`config.mk`:
```
export PLATFORM = sky130hd
export DESIGN_NAME = logic_unit_arbiter
export DESIGN_NICKNAME = d
export VERILOG_FILES = /design/src/rtl/logic_unit_pkg.sv /design/src/rtl/logic_unit.sv /design/src/rtl/logic_unit_arbiter.sv
export SDC_FILE = /design/constraint.sdc
export NUM_CORES = 1
export LEC_CHECK = 0
export ABC_AREA = 1
export BUFFER_PORTS_ARGS = -buffer_cell sky130_fd_sc_hd__buf_4
export CAP_MARGIN = 40
export CORE_ASPECT_RATIO = 1.4
export CORE_UTILIZATION = 50
export DETAILED_ROUTE_END_ITERATION = 8
export PLACE_DENSITY = 0.88
export SLEW_MARGIN = 20
export SYNTH_ARGS = -nofsm -noshare
export SYNTH_HDL_FRONTEND = slang
export SYNTH_SLANG_ARGS = --single-unit
export TNS_END_PERCENT = 50
```
`constraint.sdc`:
```
create_clock -name clk -period 2.2 [get_ports clk]
set_clock_uncertainty 0.1 [all_clocks]
set_input_delay 0.33 -clock clk [delete_from_list [all_inputs] [get_ports clk]]
set_output_delay 0.33 -clock clk [all_outputs]
set_load 0.01 [all_outputs]
```
`src/rtl/logic_unit_pkg.sv`:
```
// Shared types and constants for the two-requester bitwise logic unit arbiter.
package logic_unit_pkg;

    localparam int unsigned DEFAULT_WIDTH = 32;

    typedef enum logic [2:0] {
        OP_AND   = 3'b000,
        OP_OR    = 3'b001,
        OP_XOR   = 3'b010,
        OP_XNOR  = 3'b011,
        OP_NAND  = 3'b100,
        OP_NOR   = 3'b101,
        OP_NOT_A = 3'b110,
        OP_PASS_A = 3'b111
    } op_e;

    typedef enum logic {
        ST_EMPTY = 1'b0,
        ST_FULL  = 1'b1
    } state_e;

endpackage

```
`src/rtl/logic_unit.sv`:
```
// Purely combinational bitwise operation unit; one instance is shared by both requesters.
module logic_unit
    import logic_unit_pkg::*;
#(
    parameter int unsigned WIDTH = DEFAULT_WIDTH
) (
    input  logic [2:0]       op,
    input  logic [WIDTH-1:0] a,
    input  logic [WIDTH-1:0] b,
    output logic [WIDTH-1:0] y
);

    // Opcode decode to the bitwise result
    always_comb begin
        y = '0;
        case (op_e'(op))
            OP_AND:    y = a & b;
            OP_OR:     y = a | b;
            OP_XOR:    y = a ^ b;
            OP_XNOR:   y = ~(a ^ b);
            OP_NAND:   y = ~(a & b);
            OP_NOR:    y = ~(a | b);
            OP_NOT_A:  y = ~a;
            OP_PASS_A: y = a;
            default:   y = '0;
        endcase
    end

endmodule

```
`src/rtl/logic_unit_arbiter.sv`:
```
// Round-robin arbiter between two requesters feeding a single-entry result slot
// through a shared logic unit; one result per cycle when the consumer keeps up.
module logic_unit_arbiter
    import logic_unit_pkg::*;
#(
    parameter int unsigned WIDTH = DEFAULT_WIDTH
) (
    input  logic             clk,
    input  logic             rst_n,
    input  logic             req0_valid,
    output logic             req0_ready,
    input  logic [2:0]       req0_op,
    input  logic [WIDTH-1:0] req0_a,
    input  logic [WIDTH-1:0] req0_b,
    input  logic             req1_valid,
    output logic             req1_ready,
    input  logic [2:0]       req1_op,
    input  logic [WIDTH-1:0] req1_a,
    input  logic [WIDTH-1:0] req1_b,
    output logic             res_valid,
    input  logic             res_ready,
    output logic [WIDTH-1:0] res_data,
    output logic             res_id,
    output logic [15:0]      done_cnt
);

    state_e           state_q, state_d;
    logic             ptr_q, ptr_d;
    logic [WIDTH-1:0] res_data_q, res_data_d;
    logic             res_id_q, res_id_d;
    logic [15:0]      done_cnt_q, done_cnt_d;

    logic             slot_free_s;
    logic             consume_s;
    logic             gnt_s;
    logic             gnt_id_s;
    logic [2:0]       sel_op_s;
    logic [WIDTH-1:0] sel_a_s;
    logic [WIDTH-1:0] sel_b_s;
    logic [WIDTH-1:0] lu_y_s;

    // Grant selection; rst_n gates it so nothing is accepted while reset is held
    always_comb begin
        consume_s   = (state_q == ST_FULL) && res_ready;
        slot_free_s = (state_q == ST_EMPTY) || res_ready;
        gnt_s       = rst_n && slot_free_s && (req0_valid || req1_valid);
        if (req0_valid && req1_valid) begin
            gnt_id_s = ptr_q;
        end else begin
            gnt_id_s = req1_valid;
        end
        req0_ready = gnt_s && !gnt_id_s;
        req1_ready = gnt_s && gnt_id_s;
    end

    // Operand mux in front of the shared logic unit
    always_comb begin
        if (gnt_id_s) begin
            sel_op_s = req1_op;
            sel_a_s  = req1_a;
            sel_b_s  = req1_b;
        end else begin
            sel_op_s = req0_op;
            sel_a_s  = req0_a;
            sel_b_s  = req0_b;
        end
    end

    logic_unit #(.WIDTH(WIDTH)) u_logic_unit (
        .op (sel_op_s),
        .a  (sel_a_s),
        .b  (sel_b_s),
        .y  (lu_y_s)
    );

    // Next-state for slot, pointer, result registers and consume counter
    always_comb begin
        state_d    = state_q;
        ptr_d      = ptr_q;
        res_data_d = res_data_q;
        res_id_d   = res_id_q;
        done_cnt_d = done_cnt_q;
        if (consume_s) begin
            done_cnt_d = done_cnt_q + 16'd1;
        end else begin
            done_cnt_d = done_cnt_q;
        end
        if (gnt_s) begin
            state_d    = ST_FULL;
            res_data_d = lu_y_s;
            res_id_d   = gnt_id_s;
            ptr_d      = ~gnt_id_s;
        end else if (consume_s) begin
            state_d = ST_EMPTY;
        end else begin
            state_d = state_q;
        end
    end

    // State and result registers
    always_ff @(posedge clk or negedge rst_n) begin
        if (!rst_n) begin
            state_q    <= ST_EMPTY;
            ptr_q      <= 1'b0;
            res_data_q <= '0;
            res_id_q   <= 1'b0;
            done_cnt_q <= 16'd0;
        end else begin
            state_q    <= state_d;
            ptr_q      <= ptr_d;
            res_data_q <= res_data_d;
            res_id_q   <= res_id_d;
            done_cnt_q <= done_cnt_d;
        end
    end

    assign res_valid = (state_q == ST_FULL);
    assign res_data  = res_data_q;
    assign res_id    = res_id_q;
    assign done_cnt  = done_cnt_q;

endmodule

```
==> results.cfg, run 1 <==
[status]
status = completed

[sta]
hold_ws_ps = 105
finalMaxSlewViolations = 0
hold_viol_final = 0
setup_viol = 0
timing.final.crit_period_ps = 2120
fin_crit_sh_pct = 96.3
max_freq_mhz = 472
maxSlewHeadroom_pct = 44.9
worst_pin_slew_ps = 824
grt_setup_unrepaired = true

[grt]
grt_pass1_vias = 8135
antenna_found_initial = 0
grt_max_degree = 68
grt_overflow = 0
grt_pass1_wl_um = 36500
grtUsageTotal_pct = 28.4

[worst_setup_path]
reg2reg_from = ptr_q$_DFFE_PN0P_
critPathMaxFanout = 14
r2r_cells = 16
end_kind = register
worstSetupStartpoint = ptr_q$_DFFE_PN0P_
cp.arrival_ps = 2220
reg2reg_slack_ps = 80
cp.required_ps = 2300
path_class = reg -> reg
worst_r2r_endpoint = res_data[18]$_DFFE_PN0P_
cp-start-kind = register
endpoint = res_data[18]$_DFFE_PN0P_

[drt]
wire_per_inst_um = 14.2
ant_nets = 0
drt-total-wl_um = 23000
drc_errors = 0
drt_iter0_markers = 691
vias_per_cell = 5.52
first_pass_iters = 5
via_count = 8965

[floorplanning]
core-area_um2 = 14400
die_h_um = 146
ios = 191
die_w_um = 105
die_area_um2 = 15200
initial_utilization_pct = 51.0
rows = 52

[synth]
avgSynthCellArea_um2 = 5.74
ys_types = 27
seq_area_frac_synth_pct = 17.3
yosysWarnings = 0
synth_edf_count = 0
syn_inst = 1284
synth_area_um2 = 7370
yosysMostFrequentCell = nand2_1
synth_area_leaders = nand2_1 (23%), dfrtp_1 (17%), nand4_1 (14%)
synth_nets = 1488
synth.top_cell.area_share_pct = 22.6
ys_ff_latch = 51
synth_area_leader_cell = nand2_1
ys.flop_type = dfrtp_1
synthArstFlopShare_pct = 100
synth_top_cells_by_count = nand2_1 (443), inv_1 (196), nand4_1 (161), nor2_1 (80), ha_1 (65)

[clock_network]
tritoncts = built
clk_pin_slew_ps = 80
cts_buffers = 5
cts.sinks = 51
clk_latency_ps = 300
cts_buffer_depth = 2
hold_buffers = 0
h-tree-depth = 2
root_buffer = clkbuf_16

[cells_and_area]
diodes = 0
drive_gt1_share_pct = 21.4
fill_cells = 1298
fin_cells = 1623
final_util_pct = 66.5
area_growth_pct = 30.3
final_nets = 1637

[power_and_ir_drop]
p_leak_uw = 0.00567
power.density_nw_per_um2 = 544
p_total_uw = 5230
peakVddDrop_mv = 0.424

[job]
maxCapViolations = 0

[placement]
place_hpwl_um = 14800
port_buffers = 190
dp.cells = 1605
place_congestion = 0.845

[worst_hold_path]
min_path_type = in -> async
through the flow:
step	setup WS (ps)	TNS, ps	area (um2)
finish	81.0	0	9600
floorplan	-12.7	-33.5	7370
CTS	4.74	0	9210
global placement	-30.0	-30.0	8980
detailed placement	-74.5	-262	8980
global route	-62.8	-390	9600
sequential cells by signal (all words and copies together) (netlist names):
name / cells
res_data: 32
done_cnt: 16
res_valid: 1
res_id: 1
ptr_q: 1
cell usage in the layout (no fill, tap or decap), types with 3 or more instances in the layout:
cell	netlist	layout
nand2_1	443	434
nor2_1	80	78
buf_12	0	14
dfrtp_1	51	51
ha_4	0	11
xnor2_1	6	6
o21ai_0	10	6
a21oi_1	33	33
nand2_2	2	8
nor3_1	3	3
buf_6	4	7
ha_1	65	53
nand4_1	161	161
nand2_4	3	6
buf_4	10	212
inv_2	4	6
nand3_1	58	56
o21ai_1	58	41
xor2_1	7	7
o21ai_4	0	3
inv_1	196	194
clkbuf_16	0	6
o21ai_2	0	18
cell type report:
class / count / area, um2 / share of cell area (%)
Clock buffer: 5 / 125 / 1.30
Multi-Input combinational cell: 938 / 5150 / 53.6
Sequential cell: 51 / 1280 / 13.3
Inverter: 200 / 751 / 7.82
Tap cell: 189 / 236 / 2.46
Clock inverter: 3 / 26.3 / 0.274
Timing Repair Buffer: 237 / 2040 / 21.2
layer usage:
metal	vias to the layer above	global-route usage (%)	share of wire, %
met1	4079	32.9	39
li1	4412	-	-
met3	61	2.37	6.7
met2	413	53.3	52
met4	0	11.1	3.0
met5	-	0	0
logic make-up after synthesis:
logic type / count (synthesis) / synth area share [%]
simple gates: 756 / 46.0
xor+xnor: 13 / 1.55
compound gates: 103 / 7.05
fa+ha+maj: 65 / 11.0
flops: 51 / 17.3
buf+inv: 296 / 17.1
worst min-delay path by stage:
stage,startpoint,end,slack (ps)
4_1_cts,rst_n,res_data[22]$_DFFE_PN0P_,130
3_3_place_gp,done_cnt[15]$_DFFE_PN0P_,done_cnt[15]$_DFFE_PN0P_,360
6_report,rst_n,res_data[26]$_DFFE_PN0P_,100
2_1_floorplan,rst_n,done_cnt[0]$_DFFE_PN0P_,-70
5_1_grt,rst_n,res_data[22]$_DFFE_PN0P_,160
3_5_place_dp,done_cnt[15]$_DFFE_PN0P_,done_cnt[15]$_DFFE_PN0P_,360
report_power, final:
group | internal (uW) | total [uW] | switching (uW) | leakage, uW
sequential | 1160 | 1350 | 184 | 0.000651
clock | 435 | 874 | 439 | 0.0000748
combinational | 1260 | 3000 | 1750 | 0.00495
critical path, stage by stage, from the launching register on:
cell	delay, ps
dfrtp_1	380
inv_2	70
nand2_4	100
nand2_8	110
buf_12	130
inv_2	60
buf_12	150
nand2_1	60
nand2_1	90
ha_1	310
inv_1	40
nand4_1	70
nand2_1	60
nor2_1	110
nand2_1	70
nand2_1	60
nand2_1	40
timing repair:
action	4_1_cts	5_1_grt
pin swaps	1	6
setup endpoints to repair	9	32
buffers inserted	1	7
cloned	2	2
gates resized for setup	1	66
(Power assumes the default switching activity.)
==> inputs of run 2 (changes only) <==
- ABC_AREA: 1 -> unset
- CORE_UTILIZATION: 50 -> 49
- HOLD_SLACK_MARGIN: unset -> 0.06
==> run 2 against run 1 <==
Net effect: flip-flop and latch count is the same; critical path depth down 8; largest power group unchanged; the flow now finishes with violations (setup timing); via count down 15%; sequential power hardly changed; clock power decreased by 2%; register-to-register slack got worse by 150 ps; sequential share of layout area rose by 1.1 points.
==> results.cfg, run 2 <==
[status]
status = finished with violations
violations = setup timing

[cells_and_area]
final_common_cell = buf_4
final_nets = 1244
area_growth_pct = 38.5
diodes = 0
final_cell_mix = buf_4 (223), nand2_1 (158), o21ai_0 (73), inv_1 (64), ha_1 (58)
drive_gt1_share_pct = 31.9
largest_reg_flops = 32

[synth]
ys_types = 50
synth_edf_count = 0
synthArstFlopShare_pct = 100
synth_area_leaders = dfrtp_1 (20%), ha_1 (13%), nand2_1 (9.5%)
synth_top_family_by_area = compound AO/OA/AOI/OAI gates
synthAdderAreaFrac_pct = 12.7
yosysMostFrequentCell = nand2_1
synth_compound_gate_area_share_pct = 25.3
synth_area_leader_cell = dfrtp_1
seq_area_frac_synth_pct = 19.9
ys.flop_type = dfrtp_1
syn_inst = 851
synth.top_cell.area_share_pct = 19.9
yosysWarnings = 0
avgSynthCellArea_um2 = 7.54
ys_ff_latch = 51
synth_nets = 1055
synth-simple-area-share_pct = 18.1
synth_mux_area_share_pct = 5.66
synth_area_um2 = 6410
synth-xor-area-share_pct = 8.74
synth_top_cells_by_count = nand2_1 (163), o21ai_0 (82), inv_1 (68), ha_1 (65)

[placement]
place_congestion = 0.904
place_hpwl_um = 14800
pre_cts_ws_ps = -84.0
port_buffers = 190

[clock_network]
hold_buffers = 0
h-tree-depth = 2
clk_pin_slew_ps = 80
cts_buffer_depth = 2
clk_latency_ps = 310
cts.sinks = 51
root_buffer = clkbuf_16
tritoncts = built
cts_buffers = 5

[power_and_ir_drop]
peakVddDrop_mv = 0.344
p_total_uw = 4760
p_leak_uw = 0.00415
power.density_nw_per_um2 = 536

[worst_setup_path]
cp.arrival_ps = 2340
critPathMaxFanout = 9
path_class = reg -> reg
path_cells = nand2b_4 > buf_6 > a2111oi_4 > buf_4 > a31oi_2 > or3_1 > o21ai_1 > a21oi_1
critPathSlowestCell = or3_1
cp_slowest_stage_delay_ps = 450
cp.required_ps = 2270
end_kind = register
cp-start-kind = register

[job]
maxCapViolations = 0

[sta]
fin_ws_ps = -64.7
max_freq_mhz = 442
fin_crit_sh_pct = 103
setup_viol = 6
worst_pin_slew_ps = 778
grt_setup_unrepaired = true
hold_viol_final = 0
timing.final.crit_period_ps = 2260
maxSlewHeadroom_pct = 48.0
finalMaxSlewViolations = 0

[floorplanning]
die_h_um = 137
die_w_um = 98.7
initial_utilization_pct = 50.0
rows = 49
core-area_um2 = 12800
die_area_um2 = 13600
ios = 191

[drt]
wire_per_inst_um = 19.5
first_pass_iters = 6
via_count = 7585
drc_errors = 0
vias_per_cell = 6.35
ant_nets = 0
drt_iter0_markers = 775
drt-total-wl_um = 23300

[grt]
grt_max_degree = 52
antenna_found_initial = 0
grtUsageTotal_pct = 30.2
grt_pass1_wl_um = 32800
grt_pass1_vias = 6964
grt_overflow = 0

[worst_hold_path]
min_path_type = in -> async
-- run 2: cell count changes after synthesis, sizes merged, moves of 26 or more --
| cell | delta |
|---|---|
| a211oi | +30 |
| a31oi | +26 |
| mux2i | +34 |
| inv | -132 |
| nand3 | -54 |
| o21ai | +28 |
| or3 | +30 |
| nand4 | -157 |
| buf | -40 |
| xor2 | +44 |
| nor2 | -69 |
| nand2 | -285 |
-- run 2: final timing paths --
path | end | cells past startpoint | slack, ps | start
max | res_data[22]$_DFFE_PN0P_ | 8 | -60 | ptr_q$_DFFE_PN0P_
min | res_data[8]$_DFFE_PN0P_ | 2 | 120 | rst_n
max reg2reg | res_data[22]$_DFFE_PN0P_ | 8 | -60 | ptr_q$_DFFE_PN0P_
min reg2reg | done_cnt[15]$_DFFE_PN0P_ | 1 | 380 | done_cnt[15]$_DFFE_PN0P_
max in group asynchronous | res_data[22]$_DFFE_PN0P_ | 2 | 1390 | rst_n
min in group clk | res_valid$_DFFE_PN0P_ | 3 | 320 | res_ready
-- run 2: critical path, delay by kind of cell, from the launching register on --
kind | cells | cell delay [ps]
simple gates | 2 | 660
buf+inv | 2 | 370
flops | 1 | 390
compound gates | 4 | 610
-- run 2: layout make-up --
type	count	area, um2
Clock inverter	3	28.8
Inverter	68	255
Timing Repair Buffer	244	2090
Tap cell	153	191
Fill cell	934	3930
Clock buffer	5	125
Multi-Input combinational cell	670	4920
Sequential cell	51	1280
-- run 2: per-layer routing --
layer | GRT usage (%) | vias to the layer above | part of all wire [%]
met5 | 0 | - | 0
met4 | 17.7 | 0 | 5.4
met3 | 4.01 | 123 | 9.9
met2 | 53.6 | 560 | 49
met1 | 34.8 | 3523 | 36
li1 | - | 3379 | -
-- run 2: where the power goes --
group / switching, uW / total, uW / leakage (uW) / internal, uW
sequential: 191 / 1350 / 0.000610 / 1160
combinational: 1340 / 2560 / 0.00347 / 1220
clock: 418 / 854 / 0.0000759 / 436
total: 1950 / 4760 / 0.00415 / 2810
-- run 2: timing repair --
item	CTS	global route
gates cloned	0	7
endpoints found under the setup margin	16	31
buffers inserted	0	8
pin swaps	1	15
gates resized for setup	8	72
-- run 2: kinds of logic after synthesis --
group	count (synthesis)
AOI/OAI and AO/OA	247
buffers and inverters	134
xor gates and xnor gates	64
adders and majority gates	65
and+or+nand+nor	254
DFF	51
muxes	36
-- run 2: metrics by stage --
step	instances	util, %	area, um2	setup TNS, ps	hold slack, ps
floorplan	851	-	6460	-2220	-65.6
global route	1194	69.3	8880	-1760	178
finish	1194	69.3	8880	-124	116
global placement	1171	64.1	8220	-111	364
detailed placement	1171	64.1	8220	-514	364
CTS	1179	65.7	8410	-306	137
==> inputs of run 3 (changes only) <==
- SETUP_SLACK_MARGIN: unset -> 0.3
==> run 3 against run 2 <==
Net effect: the flow still finishes with violations (setup timing); critical path depth stayed put; worst setup slack better by 49 ps; die area stayed put; first-iteration DRC count is 11% higher; total power is 9.0% higher; largest cell class unchanged.
==> results.cfg, run 3 (synthesized netlist as in run 2, its figures left out) <==
[status]
status = finished with violations
violations = setup timing

[worst_setup_path]
worst_path_most_repeated_cell = buf_4
worstPathBufferInverterCount = 2
cp-start-kind = register
critPathSlowestCell = a31oi_4
path_class = reg -> reg
end_kind = register
path_cells = nand2b_4 > and2_4 > buf_4 > buf_4 > a31oi_4 > or3_1 > o21ai_1 > a31oi_1
cp_top_family = compound AO/OA/AOI/OAI gates
cp.required_ps = 2340
cp_slowest_stage_delay_ps = 510
cp.arrival_ps = 2350
critPathMaxFanout = 16

[sta]
fin_crit_sh_pct = 101
hold_viol_final = 0
worst_pin_slew_ps = 810
finalMaxSlewViolations = 0
maxSlewHeadroom_pct = 45.8
fin_ws_ps = -15.4
grt_setup_unrepaired = true
max_freq_mhz = 451
timing.final.crit_period_ps = 2220
setup_viol = 2
hold_ws_ps = 95.9

[floorplanning]
initial_utilization_pct = 50.0
ios = 191
die_w_um = 98.7
die_area_um2 = 13600
rows = 49
die_h_um = 137
core-area_um2 = 12800

[cells_and_area]
drive_gt1_share_pct = 37.0
area_growth_pct = 45.3
final_cell_mix = buf_4 (245), nand2_1 (147), inv_1 (64), xor2_1 (51), dfrtp_1 (51)
stdcell_area_um2 = 9320
final_nets = 1269
final_common_cell = buf_4
largest_reg_flops = 32
diodes = 0

[clock_network]
h-tree-depth = 2
clk_pin_slew_ps = 80
cts_buffer_depth = 2
cts.sinks = 51
clk_latency_ps = 310
root_buffer = clkbuf_16
tritoncts = built
cts_buffers = 5

[drt]
ant_nets = 0
drc_errors = 0
first_pass_iters = 6
via_count = 7875
drt-total-wl_um = 24900
drt_iter0_markers = 861
wire_per_inst_um = 20.5
vias_per_cell = 6.46

[power_and_ir_drop]
combinationalPowerShare_pct = 53.4
pwr-share-clk_pct = 20.5
swShare_pct = 39.4
p_total_uw = 5190
pwr-share-seq_pct = 26.1
p_leak_uw = 0.00430
power.switching_uw = 2050
power.density_nw_per_um2 = 557
peakVddDrop_mv = 0.387
p_int_uw = 3140

[job]
maxCapViolations = 0

[placement]
place_hpwl_um = 15600
port_buffers = 190
place_congestion = 0.955
pre_cts_ws_ps = -124
placed_area_um2 = 8200

[grt]
grt_max_degree = 52
grtUsageTotal_pct = 34.8
grt_overflow = 0
grt_pass1_vias = 7790
grt_pass1_wl_um = 37300
antenna_found_initial = 0

[worst_hold_path]
min_path_type = in -> async
run 3: final cells by class:
| class | instances | area, um2 |
|---|---|---|
| multi-input combinational | 668 | 5110 |
| clock buffer | 5 | 125 |
| clock inverter | 3 | 67.6 |
| inverter | 68 | 255 |
| sequential | 51 | 1280 |
| fill | 842 | 3500 |
| timing repair buffer | 271 | 2300 |
| tap | 153 | 191 |
run 3: final timing paths:
| check | start | endpoint | slack (ps) | cells after the start |
|---|---|---|---|---|
| worst max register to register | ptr_q$_DFFE_PN0P_ | res_data[3]$_DFFE_PN0P_ | -20 | 8 |
| max in group asynchronous | rst_n | res_data[26]$_DFFE_PN0P_ | 1380 | 2 |
| worst min-delay path | rst_n | res_data[8]$_DFFE_PN0P_ | 100 | 2 |
| worst max-delay path | ptr_q$_DFFE_PN0P_ | res_data[3]$_DFFE_PN0P_ | -20 | 8 |
| min in group clk | res_ready | res_valid$_DFFE_PN0P_ | 330 | 3 |
| worst min register to register | done_cnt[15]$_DFFE_PN0P_ | done_cnt[15]$_DFFE_PN0P_ | 380 | 1 |
run 3: power by group through the flow:
stage / Sequential (uW) / Combinational, uW / Clock (uW)
after global placement: 1350 / 2230 / 0
after detailed placement: 1360 / 2300 / 0
after floorplan: 1410 / 1200 / 0
after CTS: 1350 / 2560 / 1050
final: 1350 / 2770 / 1060
after global routing: 1380 / 2960 / 1090
run 3: through the flow:
step / instances / util, % / TNS [ps]
floorplan: 851 / - / -2220
global placement: 1177 / 64.0 / -86.4
detailed placement: 1177 / 64.0 / -564
CTS: 1216 / 70.5 / 0
global route: 1219 / 72.7 / -1330
finish: 1219 / 72.7 / -28.0
run 3: timing repair:
item	CTS	global route
endpoints found under the setup margin	34	36
hold buffers	0	0
gates resized for setup	84	75
buffers inserted	27	2
gates cloned	4	1
endpoints found under the hold margin	0	0
pin swaps	31	22
run 3: per-layer routing:
| metal | share of wire (%) | vias up | GRT usage, % |
|---|---|---|---|
| met5 | 0 | - | 0 |
| met4 | 7.4 | 0 | 24.9 |
| met3 | 9.6 | 185 | 5.18 |
| met2 | 49 | 639 | 61.5 |
| met1 | 34 | 3627 | 38.4 |
| li1 | - | 3424 | - |
